File: src/rtl/fifo_pkg.sv
// Shared async-FIFO helpers: depth calculation, Gray/binary conversion and
// the full-compare reference used by the write-side pointer logic.
package fifo_pkg;

    localparam int unsigned ADDR_SIZE_DFLT = 32'd4;
    localparam int unsigned DEPTH          = 32'd1 << ADDR_SIZE_DFLT;

    // Number of words addressed by an addr_size-bit address.
    function automatic int unsigned fifo_depth(input int unsigned addr_size);
        return 32'd1 << addr_size;
    endfunction

    // Binary to reflected Gray. Zero-extended inputs keep the result valid
    // for any width up to 32 bits.
    function automatic logic [31:0] bin2gray(input logic [31:0] bin);
        return (bin >> 32'd1) ^ bin;
    endfunction

    // Gray to binary. Each binary bit is the XOR of all Gray bits at or
    // above it, so zero-extended upper bits do not disturb the result.
    function automatic logic [31:0] gray2bin(input logic [31:0] gray);
        logic [31:0] bin;
        bin = 32'd0;
        for (int i = 0; i < 32; i++) begin
            bin[i] = ^(gray >> i);
        end
        return bin;
    endfunction

    // Write pointer value that means "full" for a given read pointer:
    // the read Gray pointer with its top two bits inverted.
    function automatic logic [31:0] gray_full_ref(input logic [31:0]   rgray,
                                                  input int unsigned   addr_size);
        return rgray ^ (32'd3 << (addr_size - 32'd1));
    endfunction

endpackage

File: src/rtl/fifo_gray2bin.sv
// Combinational Gray-to-binary converter (XOR prefix from the MSB down).
// Shared by the write-side full logic and the read-side empty logic.
module fifo_gray2bin #(
    parameter int W = 5
) (
    input  logic [W-1:0] gray,
    output logic [W-1:0] bin
);

    // Each output bit is the XOR reduction of the Gray bits at and above it.
    always_comb begin
        bin = {W{1'b0}};
        for (int i = 0; i < W; i++) begin
            bin[i] = ^(gray >> i);
        end
    end

endmodule

File: src/rtl/fifo_wptr_full.sv
// Write-side pointer and flag generator of the async FIFO (wclk domain).
// Produces the memory write address, the Gray write pointer for the
// read-domain synchroniser, and full / almost-full / level / overflow flags
// derived from the synchronised Gray read pointer. All outputs are registered.
module fifo_wptr_full
    import fifo_pkg::*;
#(
    parameter int ADDR_SIZE = 4,
    parameter int AF_THRESH = 12
) (
    input  logic                 wclk,
    input  logic                 wrst_n,
    input  logic                 winc,
    input  logic [ADDR_SIZE:0]   wq2_rptr,
    output logic [ADDR_SIZE-1:0] waddr,
    output logic [ADDR_SIZE:0]   wptr,
    output logic                 wfull,
    output logic                 walmost_full,
    output logic [ADDR_SIZE:0]   wlevel,
    output logic                 woverflow
);

    localparam int PW = ADDR_SIZE + 1;

    logic [PW-1:0] wbin_r;
    logic [PW-1:0] wptr_r;
    logic [PW-1:0] wlevel_r;
    logic          wfull_r;
    logic          walmost_full_r;
    logic          woverflow_r;

    logic          we_s;
    logic [PW-1:0] wbin_nxt_s;
    logic [PW-1:0] wgray_nxt_s;
    logic [PW-1:0] rbin_s;
    logic [PW-1:0] level_nxt_s;
    logic [PW-1:0] full_ref_s;
    logic          full_nxt_s;
    logic          afull_nxt_s;
    logic          ovf_nxt_s;
    logic [31:0]   gray32_s;
    logic [31:0]   full_ref32_s;

    fifo_gray2bin #(.W(PW)) u_rptr_g2b (
        .gray (wq2_rptr),
        .bin  (rbin_s)
    );

    // Next pointer, Gray encoding, full/almost-full/level and overflow terms.
    always_comb begin
        we_s         = winc & ~wfull_r;
        wbin_nxt_s   = wbin_r + {{ADDR_SIZE{1'b0}}, we_s};
        gray32_s     = bin2gray(32'(wbin_nxt_s));
        wgray_nxt_s  = gray32_s[PW-1:0];
        full_ref32_s = gray_full_ref(32'(wq2_rptr), int'(ADDR_SIZE));
        full_ref_s   = full_ref32_s[PW-1:0];
        full_nxt_s   = (wgray_nxt_s == full_ref_s);
        // Modulo subtraction across the extra MSB yields 0..DEPTH directly.
        level_nxt_s  = wbin_nxt_s - rbin_s;
        afull_nxt_s  = (level_nxt_s >= PW'(AF_THRESH));
        ovf_nxt_s    = woverflow_r | (winc & wfull_r);
    end

    // Pointer and flag registers; everything returns to zero on reset.
    always_ff @(posedge wclk or negedge wrst_n) begin
        if (!wrst_n) begin
            wbin_r         <= {PW{1'b0}};
            wptr_r         <= {PW{1'b0}};
            wlevel_r       <= {PW{1'b0}};
            wfull_r        <= 1'b0;
            walmost_full_r <= 1'b0;
            woverflow_r    <= 1'b0;
        end else begin
            wbin_r         <= wbin_nxt_s;
            wptr_r         <= wgray_nxt_s;
            wlevel_r       <= level_nxt_s;
            wfull_r        <= full_nxt_s;
            walmost_full_r <= afull_nxt_s;
            woverflow_r    <= ovf_nxt_s;
        end
    end

    assign waddr        = wbin_r[ADDR_SIZE-1:0];
    assign wptr         = wptr_r;
    assign wlevel       = wlevel_r;
    assign wfull        = wfull_r;
    assign walmost_full = walmost_full_r;
    assign woverflow    = woverflow_r;

endmodule

File: config.mk
export PLATFORM = sky130hd
export DESIGN_NAME = fifo_wptr_full
export DESIGN_NICKNAME = d
export VERILOG_FILES = /design/src/rtl/fifo_pkg.sv /design/src/rtl/fifo_gray2bin.sv /design/src/rtl/fifo_wptr_full.sv
export SDC_FILE = /design/constraint.sdc
export NUM_CORES = 1
export LEC_CHECK = 0
export CORE_ASPECT_RATIO = 1.2
export CORE_UTILIZATION = 54
export CTS_BUF_LIST = sky130_fd_sc_hd__clkbuf_4 sky130_fd_sc_hd__clkbuf_8
export DETAILED_ROUTE_END_ITERATION = 8
export PLACE_DENSITY = 0.87
export SLEW_MARGIN = 20
export SYNTH_ARGS = -nofsm -noshare
export SYNTH_HDL_FRONTEND = slang
export SYNTH_SLANG_ARGS = --single-unit
File: constraint.sdc
create_clock -name wclk -period 6.1 [get_ports wclk]
set_input_delay 1.22 -clock wclk [delete_from_list [all_inputs] [get_ports wclk]]
set_output_delay 1.22 -clock wclk [all_outputs]
set_load 0.03 [all_outputs]
==> results.sh, run 1 <==
export IMPL_outcome="finished clean"
export IMPL_cts_max_path_buffers=2
export IMPL_via_per_inst=5.31
export IMPL_async_flop_share_pct=100
export IMPL_syn_to_final_growth_pct=28.8
export IMPL_crit_type="input pin to register"
export IMPL_min_path_type="register to register"
export IMPL_synth_cells=80
export IMPL_worstSetupEndpointType="register"
export IMPL_wl_um=1710
export IMPL_post_cts_buffers=0
export IMPL_io_pins=25
export IMPL_drc=0
export IMPL_tightest_slew_ns=0.715
export IMPL_wl_met1_um=687
export IMPL_grt_antenna_before_repair=0
export IMPL_finalSetupViolCount=0
export IMPL_ys_ff_latch=17
export IMPL_synth_largest_area_cell="dfrtp_1"
export IMPL_syn_avg_cell_area_um2=12.2
export IMPL_cp_slowest_stage_delay_ns=0.52
export IMPL_ant_nets=0
export IMPL_gr_total_overflow=0
export IMPL_die_area_um2=1980
export IMPL_drive_gt1_share_pct=8.49
export IMPL_post_route_period_util_pct=63.6
export IMPL_critPathArrivalTime_ns=4.03
export IMPL_clk_pin_slew_worst_paths_ns=0.09
export IMPL_dr_wl_met2_um=951
export IMPL_cts_sinks=17
export IMPL_cp_num_buf_inv=1
export IMPL_fmax_ghz=0.258
export IMPL_cap_violations=0
export IMPL_routabilityCongestion=0.733
export IMPL_worst_path_most_repeated_cell="ha_1"
export IMPL_clkLatencyLatePin_ns=0.28
export IMPL_grt_pass1_vias=657
export IMPL_n_fill_cell=115
export IMPL_route_met3_wl_um=52
export IMPL_grt_max_degree=18
export IMPL_cts_hold_buf=0
export IMPL_synth_most_common_cell="dfrtp_1"
export IMPL_fin_tns_setup_ns=0
export IMPL_start_util_pct=58.8
export IMPL_firstDrtPassIters=2
export IMPL_synthTopCellsByArea="dfrtp_1 44%, xor2_1 8.1%, ha_1 7.7%"
export IMPL_cts_made_buffers=3
export IMPL_crit_family="simple AND/OR/NAND/NOR gates"
export IMPL_core_um2=1660
export IMPL_required_ns=6.25
export IMPL_min_period_ns=3.88
export IMPL_yosys_warnings=0
export IMPL_skew_ns=0.00447
export IMPL_grt_pass1_wl_um=2730
export IMPL_hold_violations=0
export IMPL_cts_resized=0
export IMPL_syn_area_um2=977
export IMPL_synth_ff_type="dfrtp_1"
export IMPL_synth_top_area_share_pct=43.5
export IMPL_slew_violations=0
export IMPL_avgRoutedWirePerCell_um=13.8
export IMPL_top_layer="met4"
export IMPL_die_w_um=40.8
export IMPL_cp_start_kind="input pin"
export IMPL_synth_edf_count=0
export IMPL_critPathMaxFanout=6
export IMPL_die_h_um=48.6
export IMPL_num_rows=16
export IMPL_synth_common_cells="17 x dfrtp_1, 9 x xor2_1, 8 x xnor2_1"
export IMPL_ys_types=28
export IMPL_syn_num_nets=94
export IMPL_cts_root_buffer="clkbuf_4"
export IMPL_nNetsFinal=121
export IMPL_rsz0062_at_grt="false"
export IMPL_h_tree_depth=1
export IMPL_grt_util_all_layers_pct=20.2
export IMPL_cp_cell_sequence="clkdlybuf4s50_1, nor2b_1, ha_1, ha_1, xor2_1, ha_1, and2_1, a31oi_4, mux2i_1, or4_1"
export IMPL_num_antenna_cells=0
export IMPL_slowest_stage="or4_1"
export IMPL_dp_hpwl_um=1400
export IMPL_cts_tree="built"
export IMPL_max_slew_margin_rel_pct=52.2
export IMPL_first_iter_violations=6
export IMPL_io_buffers=24
export IMPL_seq_area_frac_synth_pct=43.5
export IMPL_via_count=658
placed cells by master (no fill, tap or decap), types with 2 or more instances in the layout:
| cell type | n |
|---|---|
| xor2_1 | 9 |
| xnor2_4 | 2 |
| ha_1 | 6 |
| xnor2_1 | 8 |
| nand3_1 | 2 |
| nor3_1 | 6 |
| dfrtp_1 | 17 |
| maj3_1 | 2 |
| a21o_1 | 2 |
| clkdlybuf4s50_1 | 24 |
| nor2_1 | 2 |
| clkbuf_4 | 3 |
| nand2b_1 | 2 |
| a21oi_1 | 2 |
| inv_1 | 5 |
state kept, by name, summed over array words and instances (netlist names):
| register | flops |
|---|---|
| wptr | 4 |
| wlevel | 5 |
| wbin_r | 5 |
| wfull | 1 |
| walmost_full | 1 |
| woverflow | 1 |
cells by family after synthesis:
kind of cell,Yosys count,synth area share (%)
xor+xnor,22,26.5
simple gates,17,9.22
mux,1,1.02
buf+inv,7,2.82
fa+ha+maj,8,9.73
flops,17,43.5
compound gates,8,7.17
path summary, 6_finish.rpt:
path / from / end / slack (ns) / depth (start not counted)
max: winc / walmost_full / 2.22 / 10
min: woverflow / woverflow / 0.48 / 1
max reg2reg: wfull / walmost_full / 3.26 / 9
min reg2reg: woverflow / woverflow / 0.48 / 1
max in group asynchronous: wrst_n / walmost_full / 4.29 / 1
min in group asynchronous: wrst_n / wbin_r[0] / 1.36 / 1
cell type report:
cell class	instances	area (µm²)	share of cell area [%]
clock buffer	3	22.5	1.79
timing repair buffer	24	240	19.1
inverter	5	18.8	1.49
tap	18	22.5	1.79
clock inverter	1	5.00	0.398
sequential	17	425	33.8
multi-input combinational	56	524	41.7
metrics by stage:
| stage | hold slack, ns | worst slack [ns] | instances | area (µm²) | util (%) |
|---|---|---|---|---|---|
| 6_report | 0.476 | 2.22 | 124 | 1260 | 75.8 |
| 5_1_grt | 0.509 | 2.10 | 124 | 1260 | 75.8 |
| 3_5_place_dp | 0.460 | 1.93 | 120 | 1230 | 74.1 |
| 3_3_place_gp | 0.446 | 2.06 | 120 | 1230 | 74.1 |
| 2_1_floorplan | 0.636 | 2.58 | 80 | 977 | - |
| 4_1_cts | 0.482 | 2.21 | 124 | 1260 | 75.8 |
layer usage:
metal	vias to the layer above	track usage, %
li1	320	-
met4	0	10.0
met5	-	0
met2	15	34.4
met1	321	22.6
met3	2	2.75
Power of run 1 is left out: the tool's default activity adds up to more than one toggle a clock period on the data nets, which glitch-free logic cannot reach.
==> run 2, diff against run 1 <==
--- a/config.mk
+++ b/config.mk
@@ -6,10 +6,10 @@
 export NUM_CORES = 1
 export LEC_CHECK = 0
 export CORE_ASPECT_RATIO = 1.2
-export CORE_UTILIZATION = 54
+export CORE_UTILIZATION = 45
 export CTS_BUF_LIST = sky130_fd_sc_hd__clkbuf_4 sky130_fd_sc_hd__clkbuf_8
 export DETAILED_ROUTE_END_ITERATION = 8
-export PLACE_DENSITY = 0.87
+export PLACE_DENSITY = 0.77
 export SLEW_MARGIN = 20
 export SYNTH_ARGS = -nofsm -noshare
 export SYNTH_HDL_FRONTEND = slang
==> constraint.sdc (replaced) <==
create_clock -name wclk -period 3.41 [get_ports wclk]
set_input_delay 0.682 -clock wclk [delete_from_list [all_inputs] [get_ports wclk]]
set_output_delay 0.682 -clock wclk [all_outputs]
set_load 0.03 [all_outputs]
==> run 2 against run 1 <==
Die area is 19% higher. Via count increased by 2.7%. Sequential share of layout area shrank 2.0 points. Global-route usage is 2.0 points lower. Register-to-register slack worse by 2.4 ns. Sequential cell count did not move. Largest cell class unchanged. Highest routed layer unchanged.
==> results.sh, run 2 (synthesis results as in run 1) <==
export IMPL_finalSetupViolCount=0
export IMPL_drc=0
export IMPL_min_path_type="register to register"
export IMPL_grt_util_all_layers_pct=18.2
export IMPL_worstReg2RegStart="wfull"
export IMPL_grt_pass1_wl_um=2990
export IMPL_outcome="finished clean"
export IMPL_clkLatencyLatePin_ns=0.28
export IMPL_drive_gt1_share_pct=14.9
export IMPL_nNetsFinal=129
export IMPL_tightest_slew_ns=0.715
export IMPL_crit_start="wq2_rptr[4]"
export IMPL_required_ns=3.57
export IMPL_via_count=676
export IMPL_fmax_ghz=0.329
export IMPL_h_tree_depth=1
export IMPL_grt_max_degree=18
export IMPL_max_slew_margin_rel_pct=52.2
export IMPL_critPathMaxFanout=3
export IMPL_slew_violations=0
export IMPL_critPathArrivalTime_ns=3.20
export IMPL_cts_resized=0
export IMPL_routabilityCongestion=0.810
export IMPL_via_per_inst=4.69
export IMPL_gr_total_overflow=0
export IMPL_skew_ns=0.00201
export IMPL_syn_to_final_growth_pct=36.7
export IMPL_first_iter_violations=5
export IMPL_die_w_um=44.5
export IMPL_num_antenna_cells=0
export IMPL_fin_tns_setup_ns=0
export IMPL_clk_pin_slew_worst_paths_ns=0.09
export IMPL_start_util_pct=47.7
export IMPL_cts_hold_buf=0
export IMPL_cts_root_buffer="clkbuf_4"
export IMPL_crit_type="input pin to register"
export IMPL_cap_violations=0
export IMPL_grt_pass1_vias=701
export IMPL_dp_hpwl_um=1460
export IMPL_cts_made_buffers=3
export IMPL_num_rows=18
export IMPL_die_h_um=53.0
export IMPL_die_area_um2=2360
export IMPL_core_um2=2050
export IMPL_avgRoutedWirePerCell_um=12.1
export IMPL_io_pins=25
export IMPL_hold_start="woverflow"
export IMPL_cts_tree="built"
export IMPL_mostFrequentLayoutCell="clkdlybuf4s50_1"
export IMPL_post_cts_buffers=0
export IMPL_firstDrtPassIters=6
export IMPL_wl_um=1750
export IMPL_io_buffers=24
export IMPL_fin_cells=144
export IMPL_worstSetupEndpointType="register"
export IMPL_ant_nets=0
export IMPL_hold_violations=0
export IMPL_cp_start_kind="input pin"
export IMPL_dp_cells=140
export IMPL_post_route_period_util_pct=89.2
export IMPL_min_period_ns=3.04
export IMPL_grt_antenna_before_repair=0
export IMPL_mostFrequentLayoutCells="24 x clkdlybuf4s50_1, 17 x dfrtp_1, 9 x xor2_1"
export IMPL_cts_sinks=17
export IMPL_cts_max_path_buffers=2
export IMPL_rsz0062_at_grt="false"
run 2: layer usage:
metal | GRT usage, % | share of wire, % | vias to the layer above
met5 | 0 | 0 | -
met4 | 6.06 | 0.17 | 0
met3 | 4.10 | 4.1 | 2
met2 | 33.3 | 57 | 20
met1 | 20.3 | 38 | 320
li1 | - | - | 334
run 2: metrics by stage:
step,utilization [%],area (µm²),hold slack (ns),setup WS (ns)
after floorplan,-,977,0.386,0.425
after global placement,63.7,1310,0.443,0.0987
after detailed placement,63.7,1310,0.453,0.0736
after CTS,65.2,1340,0.474,0.363
after global routing,65.2,1340,0.520,0.237
final,65.2,1340,0.470,0.368
run 2: cell type report:
| cell class | instances | area [µm²] |
|---|---|---|
| Timing Repair Buffer | 32 | 300 |
| Clock buffer | 4 | 30.0 |
| Sequential cell | 17 | 425 |
| Multi-Input combinational cell | 56 | 524 |
| Inverter | 5 | 18.8 |
| Fill cell | 154 | 713 |
| Tap cell | 30 | 37.5 |
run 2: final timing paths:
check	to	slack, ns	cells after the start
max	walmost_full	0.37	11
max reg2reg	walmost_full	0.90	9
max in group asynchronous	wptr[1]	2.14	1
min reg2reg	woverflow	0.47	1
min in group asynchronous	wbin_r[4]	0.83	1
min	woverflow	0.47	1
run 2: critical path: stages:
cell and delay, ns:
clkdlybuf4s50_1 0.53, xnor2_4 0.31, xnor2_4 0.16, xnor2_1 0.14
ha_1 0.19, inv_1 0.06, ha_1 0.19, and2_1 0.18
a31oi_4 0.16, mux2i_1 0.09, or4_1 0.51
Power of run 2 is left out for the same reason.
==> run 3, diff against run 2 <==
--- a/config.mk
+++ b/config.mk
@@ -6,10 +6,10 @@
 export NUM_CORES = 1
 export LEC_CHECK = 0
 export CORE_ASPECT_RATIO = 1.2
-export CORE_UTILIZATION = 45
+export CORE_UTILIZATION = 50
 export CTS_BUF_LIST = sky130_fd_sc_hd__clkbuf_4 sky130_fd_sc_hd__clkbuf_8
 export DETAILED_ROUTE_END_ITERATION = 8
-export PLACE_DENSITY = 0.77
+export PLACE_DENSITY = 0.81
 export SLEW_MARGIN = 20
 export SYNTH_ARGS = -nofsm -noshare
 export SYNTH_HDL_FRONTEND = slang
==> constraint.sdc (replaced) <==
create_clock -name wclk -period 2.8 [get_ports wclk]
set_input_delay 0.56 -clock wclk [delete_from_list [all_inputs] [get_ports wclk]]
set_output_delay 0.56 -clock wclk [all_outputs]
set_load 0.03 [all_outputs]
==> run 3 against run 2 <==
Critical path type unchanged. Core utilization is 19 points higher. Highest routed layer unchanged. Die area fell by 9.6%. Critical path depth decreased by 1. Sequential share of layout area is 4.1 points lower. Critical endpoint unchanged. Final area rose by 15%.
==> results.sh, run 3 (synthesis results as in run 1) <==
export IMPL_ant_nets=0
export IMPL_first_iter_violations=4
export IMPL_avgRoutedWirePerCell_um=16.2
export IMPL_io_pins=25
export IMPL_finalSetupViolCount=0
export IMPL_required_ns=2.97
export IMPL_mostFrequentLayoutCell="buf_4"
export IMPL_start_util_pct=53.4
export IMPL_wl_um=2380
export IMPL_cts_tree="built"
export IMPL_outcome="finished clean"
export IMPL_min_path_type="register to register"
export IMPL_critPathArrivalTime_ns=2.94
export IMPL_r2r_cells=9
export IMPL_cts_max_path_buffers=2
export IMPL_crit_family="simple AND/OR/NAND/NOR gates"
export IMPL_syn_to_final_growth_pct=56.9
export IMPL_nNetsFinal=143
export IMPL_grt_pass1_wl_um=3630
export IMPL_dp_hpwl_um=1640
export IMPL_skew_ns=0.00961
export IMPL_crit_type="input pin to register"
export IMPL_grt_pass1_vias=774
export IMPL_routabilityCongestion=0.751
export IMPL_cts_root_buffer="clkbuf_4"
export IMPL_post_place_ws_ns=-0.407
export IMPL_fin_ws_ns=0.0281
export IMPL_num_antenna_cells=0
export IMPL_core_um2=1830
export IMPL_gr_total_overflow=0
export IMPL_h_tree_depth=1
export IMPL_grt_antenna_before_repair=0
export IMPL_grt_max_degree=18
export IMPL_crit_cells=10
export IMPL_cts_hold_buf=0
export IMPL_io_buffers=24
export IMPL_num_rows=17
export IMPL_drc=0
export IMPL_via_per_inst=5.14
export IMPL_worstSetupEndpointType="register"
export IMPL_slowest_stage="or4_1"
export IMPL_cp_endpoint="walmost_full"
export IMPL_die_area_um2=2140
export IMPL_cp_slowest_stage_delay_ns=0.51
export IMPL_via_count=756
export IMPL_cp_cell_sequence="clkdlybuf4s50_1, nor2b_4, ha_4, ha_4, xor2_2, ha_2, and2_1, a31oi_4, mux2i_1, or4_1"
export IMPL_cap_violations=0
export IMPL_die_w_um=42.4
export IMPL_mostFrequentLayoutCells="22 x buf_4, 20 x clkdlybuf4s50_1, 17 x dfrtp_1"
export IMPL_fmax_ghz=0.361
export IMPL_cts_sinks=17
export IMPL_r2r_slack_ns=0.40
export IMPL_critPathMaxFanout=3
export IMPL_fin_tns_setup_ns=0
export IMPL_fin_cells=147
export IMPL_grt_util_all_layers_pct=23.1
export IMPL_worst_path_most_repeated_cell="ha_4"
export IMPL_firstDrtPassIters=3
export IMPL_slew_violations=0
export IMPL_drive_gt1_share_pct=32.8
export IMPL_cp_start_kind="input pin"
export IMPL_clk_pin_slew_worst_paths_ns=0.10
export IMPL_worstReg2RegStart="wfull"
export IMPL_r2r_end="walmost_full"
export IMPL_cp_num_buf_inv=1
export IMPL_holdWs_ns=0.509
export IMPL_post_cts_buffers=0
export IMPL_cts_made_buffers=3
export IMPL_tightest_slew_ns=0.735
export IMPL_min_period_ns=2.77
export IMPL_clkLatencyLatePin_ns=0.29
export IMPL_hold_violations=0
export IMPL_max_slew_margin_rel_pct=50.8
export IMPL_dp_cells=143
export IMPL_post_route_period_util_pct=99.0
export IMPL_crit_start="winc"
export IMPL_die_h_um=50.4
run 3: changes by cell type in the layout (fill, tap and decap cells not counted), moves of 2 or more:
cell,previous run,this run
ha_4,0,4
clkdlybuf4s50_1,24,20
buf_4,8,22
dlymetal6s2s_1,0,3
ha_1,6,1
xor2_1,9,7
run 3: layout make-up:
cell class | instances | area (µm²)
timing repair buffer | 46 | 412
sequential | 17 | 425
tap | 19 | 23.8
fill | 94 | 297
clock buffer | 4 | 30.0
inverter | 5 | 18.8
multi-input combinational | 56 | 623
run 3: timing repair:
action / 4_1_cts / 5_1_grt
endpoints found under the setup margin: 1 / 1
gates resized for setup: 10 / 7
pin swaps: 5 / 4
run 3: metal layers:
layer	global-route usage, %	part of all wire, %
met5	0	0
met4	10.4	0.84
met3	2.16	1.9
met2	40.8	59
met1	28.2	38
run 3: how the worst min path moves through the flow:
stage               slack (ns)      start  cells after the start      endpoint
finish                    0.51  woverflow                      1     woverflow
global route              0.53  woverflow                      1     woverflow
CTS                       0.49  woverflow                      1     woverflow
detailed placement        0.47  woverflow                      1     woverflow
global placement          0.44  woverflow                      1     woverflow
floorplan                 0.26     wrst_n                      0  walmost_full
run 3: stage by stage:
step	util (%)	cell area, µm²
floorplan	-	992
detailed placement	77.2	1410
global placement	77.2	1410
finish	83.8	1530
CTS	81.8	1500
global route	83.8	1530
Power of run 3 is left out for the same reason.
